===== src/rtl/key_switch_conditioner_pkg.sv =====
// Shared types for the slc3 key/switch front end: debounce state encoding
// and default channel sizing.
package lc3b_types;

   typedef enum logic [1:0] {
      RELEASED,
      PRESS_WAIT,
      PRESSED,
      RELEASE_WAIT
   } db_state_t;

   localparam int unsigned DEFAULT_DEBOUNCE_CYCLES = 500000;
   localparam int unsigned DEFAULT_SYNC_STAGES     = 2;
   localparam int unsigned DEFAULT_SW_WIDTH        = 16;

   // "away" means the level differs from the channel's reset (idle) value.
   function automatic db_state_t settled_state(input logic away);
      return away ? PRESSED : RELEASED;
   endfunction

   function automatic db_state_t waiting_state(input logic away);
      return away ? RELEASE_WAIT : PRESS_WAIT;
   endfunction

endpackage


===== src/rtl/debounce_channel.sv =====
// One debounce channel: multi-flop synchronizer, stability counter, registered
// stable level and a one-cycle strobe on a debounced 1->0 (1-bit channels only).
module debounce_channel
   import lc3b_types::*;
#(
   parameter int unsigned      WIDTH           = 1,
   parameter int unsigned      SYNC_STAGES     = DEFAULT_SYNC_STAGES,
   parameter int unsigned      DEBOUNCE_CYCLES = DEFAULT_DEBOUNCE_CYCLES,
   parameter logic [WIDTH-1:0] RESET_VAL       = '0
) (
   input  logic             clk,
   input  logic             reset,
   input  logic [WIDTH-1:0] raw,
   output logic [WIDTH-1:0] stable,
   output logic             fall
);

   localparam int unsigned      CNT_W      = $clog2(DEBOUNCE_CYCLES + 1);
   localparam logic [CNT_W-1:0] CNT_LAST   = CNT_W'(DEBOUNCE_CYCLES - 1);
   localparam bit               HAS_STROBE = (WIDTH == 1);

   logic [WIDTH-1:0] sync [SYNC_STAGES];
   logic [WIDTH-1:0] s;
   logic [WIDTH-1:0] s_prev;
   logic [CNT_W-1:0] count;
   db_state_t        state;

   assign s = sync[SYNC_STAGES-1];

   always_ff @(posedge clk) begin
      if (reset) begin
         // NOTE: the synchronizer flops are reset as well, so a sample taken
         // before reset can never seed a count once reset is released.
         for (int i = 0; i < SYNC_STAGES; i++) sync[i] <= RESET_VAL;
         s_prev <= RESET_VAL;
         stable <= RESET_VAL;
         count  <= '0;
         fall   <= 1'b0;
         state  <= RELEASED;
      end else begin
         sync[0] <= raw;
         for (int i = 1; i < SYNC_STAGES; i++) sync[i] <= sync[i-1];
         s_prev <= s;
         fall   <= 1'b0;

         case (state)
            RELEASED, PRESSED: begin
               // Settled: s_prev always equals stable here, so a new level
               // starts its count from zero.
               count <= '0;
               if (s != stable) state <= waiting_state(state == PRESSED);
            end
            PRESS_WAIT, RELEASE_WAIT: begin
               if (s == stable) begin
                  count <= '0;
                  state <= settled_state(state == RELEASE_WAIT);
               end else if (s != s_prev) begin
                  count <= '0;
               end else if (count == CNT_LAST) begin
                  stable <= s;
                  count  <= '0;
                  state  <= settled_state(s != RESET_VAL);
                  fall   <= HAS_STROBE && stable[0] && !s[0];
               end else begin
                  count <= count + 1'b1;
               end
            end
            default: begin
               count <= '0;
               state <= RELEASED;
            end
         endcase
      end
   end

endmodule


===== src/rtl/key_switch_conditioner.sv =====
// slc3 input front end: debounces the active-low Run/Continue keys and the
// slide-switch vector, and emits one-cycle press strobes for the keys.
module key_switch_conditioner
   import lc3b_types::*;
#(
   parameter int unsigned DEBOUNCE_CYCLES = DEFAULT_DEBOUNCE_CYCLES,
   parameter int unsigned SYNC_STAGES     = DEFAULT_SYNC_STAGES,
   parameter int unsigned SW_WIDTH        = DEFAULT_SW_WIDTH
) (
   input  logic                Clk,
   input  logic                Reset,
   input  logic                Run_raw,
   input  logic                Continue_raw,
   input  logic [SW_WIDTH-1:0] Switches_raw,
   output logic                Run,
   output logic                Continue,
   output logic                Run_press,
   output logic                Continue_press,
   output logic [SW_WIDTH-1:0] Switches
);

   logic switches_fall_unused;

   debounce_channel #(
      .WIDTH           (1),
      .SYNC_STAGES     (SYNC_STAGES),
      .DEBOUNCE_CYCLES (DEBOUNCE_CYCLES),
      .RESET_VAL       (1'b1)
   ) u_run (
      .clk    (Clk),
      .reset  (Reset),
      .raw    (Run_raw),
      .stable (Run),
      .fall   (Run_press)
   );

   debounce_channel #(
      .WIDTH           (1),
      .SYNC_STAGES     (SYNC_STAGES),
      .DEBOUNCE_CYCLES (DEBOUNCE_CYCLES),
      .RESET_VAL       (1'b1)
   ) u_continue (
      .clk    (Clk),
      .reset  (Reset),
      .raw    (Continue_raw),
      .stable (Continue),
      .fall   (Continue_press)
   );

   // The whole vector is one channel so only a fully settled pattern is ever
   // presented to slc3.
   debounce_channel #(
      .WIDTH           (SW_WIDTH),
      .SYNC_STAGES     (SYNC_STAGES),
      .DEBOUNCE_CYCLES (DEBOUNCE_CYCLES),
      .RESET_VAL       ({SW_WIDTH{1'b0}})
   ) u_switches (
      .clk    (Clk),
      .reset  (Reset),
      .raw    (Switches_raw),
      .stable (Switches),
      .fall   (switches_fall_unused)
   );

endmodule


===== config.mk =====
export PLATFORM = sky130hd
export DESIGN_NAME = key_switch_conditioner
export DESIGN_NICKNAME = d
export VERILOG_FILES = /design/src/rtl/key_switch_conditioner_pkg.sv /design/src/rtl/debounce_channel.sv /design/src/rtl/key_switch_conditioner.sv
export SDC_FILE = /design/constraint.sdc
export NUM_CORES = 1
export LEC_CHECK = 0
export ABC_AREA = 1
export BUFFER_PORTS_ARGS = -buffer_cell sky130_fd_sc_hd__buf_4
export CAP_MARGIN = 20
export CORE_AREA = 2 2 103 155
export CTS_CLUSTER_SIZE = 8
export DETAILED_ROUTE_END_ITERATION = 16
export DIE_AREA = 0 0 105 157
export PLACE_DENSITY = 0.67
export SLEW_MARGIN = 30
export SYNTH_ARGS = -nofsm -noshare
export SYNTH_HDL_FRONTEND = slang
export SYNTH_HIERARCHICAL = 1
export SYNTH_SLANG_ARGS = --single-unit

===== constraint.sdc =====
create_clock -name Clk -period 3 [get_ports Clk]
set_clock_uncertainty 0.15 [all_clocks]
set_input_delay 0.15 -clock Clk [delete_from_list [all_inputs] [get_ports Clk]]
set_output_delay 0.15 -clock Clk [all_outputs]
set_load 0.05 [all_outputs]

==> metrics.md, run 1 <==
| Metric | Value |
|---|---|
| Power after layout | 4.06 mW |
| Delay of the slowest cell on the worst path | 0.55 ns |
| Row cnt | 55 |
| Syn nets | 876 |
| DRC errors left | 0 |
| H-tree depth | 4 |
| Slowest CP cell | nand3_2 |
| Initial Utilization | 39.6% |
| CTS root buf | clkbuf_16 |
| Largest net degree at the start of global routing | 59 |
| Max clock buf depth | 2 |
| Critical-path maximum fanout | 32 |
| Clock Sinks | 134 |
| Gr usage total | 14.6% |
| Drt wl/cell | 10.0 um |
| Period utilisation layout | 74.7% |
| Worst Setup Start Kind | flip-flop |
| Reg2reg start | u_switches/count[0]$_SDFF_PP0_ |
| CTS Buf Count | 17 |
| HPWL Detailed | 7890 um |
| Fill cells | 1,523 |
| Initial antenna violation count | 0 |
| RSZ-0062 raised after global routing | no |
| Placed insts | 1,078 |
| DR pass1 iterations | 4 |
| Setup TNS | 0 ns |
| Worst-Skew Late Latency | 0.41 ns |
| Slew HR | 58.0% |
| Ys Warns | 6 |
| Number of port buffers | 39 |
| Reg-to-Reg End | u_switches/stable[2]$_SDFFE_PP0P_ |
| Max_cap viols | 0 |
| Post-CTS Setup Bufs | 0 |
| Crit end category | flip-flop |
| Setup violations, final | 0 |
| Kind of cell adding the most delay to the critical path | simple AND/OR/NAND/NOR gates |
| CP required | 3.15 ns |
| Commonest non-fill, non-tap cell in the layout | nand2_1 |
| Min Hold Slack | 0.0789 ns |
| Routed wire length | 11,300 um |
| Ports | 40 |
| First-pass GRT wire length | 19,900 um |
| PwrDens | 565 nW/um2 |
| R2r setup slk | 0.76 ns |
| DR vias | 4,935 |
| Post-DRT Antenna Nets | 0 |
| 1st-iter DRT viols | 170 |
| Status | finished, final reports clean |
| Layout Cells excl Fill | 1,128 |
| Max Clock Freq | 446 MHz |
| Core ar. | 15,000 um2 |
| Final Util | 47.9% |
| Setup CP Type | reg2reg |
| Number of global-route vias before repair | 4,731 |
| Commonest cells after routing, fill and taps aside | 213 x nand2_1, 176 x nor2_1, 134 x dfxtp_1 |
| Register area | 2680 um2 |
| LEAKAGE | 3.15 nW |
| Die height | 157 um |
| Hold worst-path end | u_switches/sync[0][20]$_SDFF_PP0_ |
| Chip Width | 105 um |
| Cells on Worst Hold Path | 2 |
| Syn_area_per_cell | 6.99 um2 |
| Area of the multi-input gates | 2590 um2 |
| Reg2reg path depth | 8 |
| CP Data Arrival Time | 2.39 ns |
| Overflow left after global routing | 0 |
| Number of diodes | 0 |
| Synth Instances | 851 |
| Min-delay worst type | in2reg |
| Via density | 4.38 |
| Final Hold Viols | 0 |
| Max IR drop VDD | 0.000334 V |
| Worst Path Buf+Inv | 0 |
| Final net count | 941 |
| Hold-fix buffers, CTS | 18 |
| Measured slew at the worst slew-check pin | 0.630 ns |
| PostCTS Resize Cnt | 0 |
| GPL Wtd Cong | 0.821 |
| TritonCTS clock tree | built |
| Clock slew at reported path FFs | 0.07 ns |
| Cell Chain, Critical Path | ha_1 -> nand2_1 -> nor2_2 -> nand3_1 -> nor3_1 -> nand3_2 -> nor2_1 -> nor2_1 |
| Post-synthesis cell area | 5950 um2 |
| Slew Viols, Final | 0 |
| Final min period | 2.24 ns |
| Layout cells sized above 1 | 14.4% |
| Die area | 16,500 um2 |
| Critical Path Most Common Cell | nor2_1 |
| Syn-to-layout area delta | 20.7% |
| Hold Crit Start | Reset |
how the worst max path moves through the flow:
| stage | startpoint | end | slack (ns) | depth (start not counted) |
|---|---|---|---|---|
| after detailed placement | u_switches/count[0]$_SDFF_PP0_ | u_switches/stable[2]$_SDFFE_PP0P_ | 0.72 | 8 |
| final | u_switches/count[0]$_SDFF_PP0_ | u_switches/stable[2]$_SDFFE_PP0P_ | 0.76 | 8 |
| after CTS | u_switches/count[0]$_SDFF_PP0_ | u_switches/stable[2]$_SDFFE_PP0P_ | 0.72 | 8 |
| after floorplan | u_continue/stable$_SDFFE_PP1P_ | u_continue/count[12]$_SDFF_PP0_ | 1.16 | 7 |
| after global placement | u_switches/count[0]$_SDFF_PP0_ | u_switches/stable[13]$_SDFFE_PP0P_ | 0.79 | 8 |
| after global routing | u_switches/count[0]$_SDFF_PP0_ | u_switches/stable[12]$_SDFFE_PP0P_ | 0.43 | 8 |
cell type report:
type                    count  area share (%)
repair buffers             58            6.69
clock inverters            15            2.28
flip-flops and latches    134            37.4
multi-input cells         551            36.1
well taps                 199            3.47
clock buffers              17            5.93
inverters                 154            8.12
registers in the layout, summed over array words and instances (netlist names):
register	cells
u_continue/count	19
u_continue/fall	1
u_continue/s_prev	1
u_continue/stable	1
u_continue/state	1
u_continue/sync	2
u_run/count	19
u_run/fall	1
u_run/s_prev	1
u_run/stable	1
u_run/state	1
u_run/sync	2
u_switches/count	19
u_switches/s_prev	16
u_switches/stable	16
u_switches/state	1
u_switches/sync	32
where the power goes:
part	internal, mW	total (mW)	switching [mW]
logic	0.0701	0.154	0.0834
registers	1.81	1.83	0.0177
clock network	1.24	2.08	0.833
per-layer routing:
| layer | GRT usage [%] | part of all wire [%] |
|---|---|---|
| met1 | 15.5 | 43 |
| met2 | 27.6 | 52 |
| met3 | 3.56 | 2.9 |
| met4 | 5.71 | 1.6 |
| met5 | 0 | 0 |
stage by stage:
step	area, um2	setup slack [ns]
final	7180	0.760
after global routing	7180	0.432
after CTS	7180	0.721
after detailed placement	6410	0.725
after global placement	6410	0.787
after floorplan	5950	1.16
No activity file was read; power rests on OpenSTA's default activity.
==> run 2: changes to the inputs <==
==> constraint.sdc (replaced) <==
create_clock -name Clk -period 2.1 [get_ports Clk]
set_clock_uncertainty 0.15 [all_clocks]
set_input_delay 0.105 -clock Clk [delete_from_list [all_inputs] [get_ports Clk]]
set_output_delay 0.105 -clock Clk [all_outputs]
set_load 0.05 [all_outputs]
==> metrics.md, run 2 (synthesis results as in run 1) <==
| Metric | Value |
|---|---|
| Status | finished, final reports clean |
| Die height | 157 um (unchanged) |
| Comb pwr share | 4.0% (+0.2 points) |
| Die area | 16,500 um2 (unchanged) |
| Setup CP Type | reg2reg |
| DR vias | 5,056 (+2.5%) |
| Setup TNS | 0 ns (unchanged) |
| DRC errors left | 0 (unchanged) |
| Max Clock Freq | 544 MHz (+22%) |
| Gr usage total | 15.3% (+0.70 points) |
| Worst-Skew Late Latency | 0.42 ns (about the same) |
| Worst Setup Start Kind | flip-flop |
| Via density | 4.43 (+1.2%) |
| Chip Width | 105 um (unchanged) |
| Clock slew at reported path FFs | 0.06 ns (about the same) |
| Crit end category | flip-flop |
| Switch Pwr | 1.39 mW (+49%) |
| Layout cells sized above 1 | 14.7% (+0.32 points) |
| Ports | 40 (unchanged) |
| Slew HR | 74.5% (+17 points) |
| Worst Setup EP | u_switches/stable[12]$_SDFFE_PP0P_ |
| 1st-iter DRT viols | 132 (-22%) |
| Setup violations, final | 0 (unchanged) |
| Placed Area | 6440 um2 (+0.47%) |
| First-pass GRT wire length | 20,200 um (+2.0%) |
| Final Hold Viols | 0 (unchanged) |
| CTS root buf | clkbuf_16 |
| Area of the multi-input gates | 2600 um2 (+0.19%) |
| Reg2reg start | u_switches/count[0]$_SDFF_PP0_ |
| Initial antenna violation count | 0 (unchanged) |
| Clock share of power | 51.6% (+0.4 points) |
| Post-CTS Setup Bufs | 0 (unchanged) |
| Slew Viols, Final | 0 (unchanged) |
| GPL Wtd Cong | 0.839 (+2.2%) |
| HPWL Detailed | 7970 um (+1.0%) |
| Row cnt | 55 (unchanged) |
| Initial Utilization | 39.6% (unchanged) |
| H-tree depth | 4 (unchanged) |
| Pint | 4.50 mW (+44%) |
| RSZ-0062 raised after global routing | no |
| Number of port buffers | 39 (unchanged) |
| Period utilisation layout | 87.5% (+13 points) |
| Critical Path Source | u_switches/count[0]$_SDFF_PP0_ |
| Final Cell Area | 7330 um2 (+2.1%) |
| Fill cells | 1,520 (-0.20%) |
| CTS Buf Count | 17 (unchanged) |
| Max IR drop VDD | 0.000508 V (+52%) |
| Overflow left after global routing | 0 (unchanged) |
| PwrDens | 803 nW/um2 (+42%) |
| CP required | 2.31 ns (-0.84 ns) |
| CP Data Arrival Time | 2.04 ns (-0.35 ns) |
| Commonest cells after routing, fill and taps aside | 213 x nand2_1, 176 x nor2_1, 134 x dfxtp_1 |
| Syn-to-layout area delta | 23.3% |
| LEAKAGE | 3.23 nW (+2.6%) |
| Drt wl/cell | 10.2 um (+2.3%) |
| Routed wire length | 11,700 um (+3.6%) |
| Min-delay worst type | reg2reg |
| TritonCTS clock tree | built |
| Max clock buf depth | 2 (unchanged) |
| Critical-path maximum fanout | 32 (unchanged) |
| Hold Crit Start | u_switches/sync[0][13]$_SDFF_PP0_ |
| Top reg by flops | u_switches/sync |
| Final net count | 955 (+1.5%) |
| Largest net degree at the start of global routing | 35 (-41%) |
| Reg2reg path depth | 10 (+2) |
| Commonest non-fill, non-tap cell in the layout | nand2_1 |
| Sw Share | 23.6% (+0.57 points) |
| Seq pwr share | 44.4% (-0.7 points) |
| Core ar. | 15,000 um2 (unchanged) |
| DR pass1 iterations | 4 (unchanged) |
| Post-DRT Antenna Nets | 0 (unchanged) |
| Final min period | 1.84 ns (-0.402 ns) |
| Number of diodes | 0 (unchanged) |
| Number of global-route vias before repair | 4,776 (+0.95%) |
| Clock Sinks | 134 (unchanged) |
| Max reg flops | 32 (unchanged) |
| Register area | 2680 um2 (unchanged) |
| Max_cap viols | 0 (unchanged) |
| Reg-to-Reg End | u_switches/stable[12]$_SDFFE_PP0P_ |
| Power after layout | 5.89 mW (+45%) |
| Measured slew at the worst slew-check pin | 0.381 ns (-0.248 ns) |
| R2r setup slk | 0.26 ns (-0.50 ns) |
==> run 2: cell count changes in the layout (fill, tap and decap cells not counted) <==
cell           delta
dlygate4sd3_1    +10
buf_4             +3
inv_8             +3
clkinv_2          -2
buf_6             +1
inv_6             -1
nor3_1            -1
nor3_2            +1
==> run 2: critical path: stages (launching register included) <==
cell and delay [ns]:
dfxtp_1 0.35, ha_1 0.17, nand2_1 0.08, nor2_2 0.16, nand3_1 0.14, nor3_2 0.19, nand3_2 0.10, buf_6 0.19
nand2_1 0.09, nand2_1 0.05, nor2_1 0.10
==> run 2: per-layer routing <==
metal	wire length (um)	track usage, %	share of wire (%)
met1	4860	15.5	42
met2	6260	29.3	54
met3	415	4.31	3.5
met4	158	6.10	1.4
met5	0	0	0
==> run 2: repair_timing <==
item,in CTS,in global routing
hold buffers,28,0
gates resized for setup,0,2
endpoints found under the hold margin,37,0
setup endpoints to repair,0,16
==> run 2: per-stage QoR <==
step	instances	hold slack (ns)	utilization [%]	setup slack, ns
2_1_floorplan	851	0.0588	-	0.261
3_5_place_dp	1082	0.158	42.9	0.125
5_1_grt	1142	0.265	48.9	0.0547
6_report	1142	0.253	48.9	0.262
3_3_place_gp	1082	0.152	42.9	0.148
4_1_cts	1142	0.253	48.8	0.0961
==> run 2: power groups by stage <==
stage	Clock (mW)	Sequential [mW]	Combinational, mW
after floorplan	0	2.66	0.133
after global placement	0	2.67	0.193
after detailed placement	0	2.67	0.194
after CTS	3.11	2.61	0.236
after global routing	3.23	2.62	0.267
final	3.04	2.61	0.235
==> run 2: layout make-up <==
type | count | area share (%)
repair buffers | 72 | 8.38
inverters | 154 | 7.95
multi-input cells | 551 | 35.5
well taps | 199 | 3.40
flip-flops and latches | 134 | 36.6
clock buffers | 17 | 5.80
clock inverters | 15 | 2.44
==> run 2: how the worst min path moves through the flow <==
stage                     cells past startpoint  slack [ns]                                end
after detailed placement                      2        0.16        u_run/sync[0][0]$_SDFF_PP1_
after global placement                        3        0.15  u_switches/sync[0][11]$_SDFF_PP0_
after floorplan                               1        0.06   u_continue/sync[0][0]$_SDFF_PP1_
after global routing                          2        0.27  u_switches/sync[0][29]$_SDFF_PP0_
after CTS                                     2        0.25  u_switches/sync[0][29]$_SDFF_PP0_
final                                         2        0.25  u_switches/sync[0][29]$_SDFF_PP0_
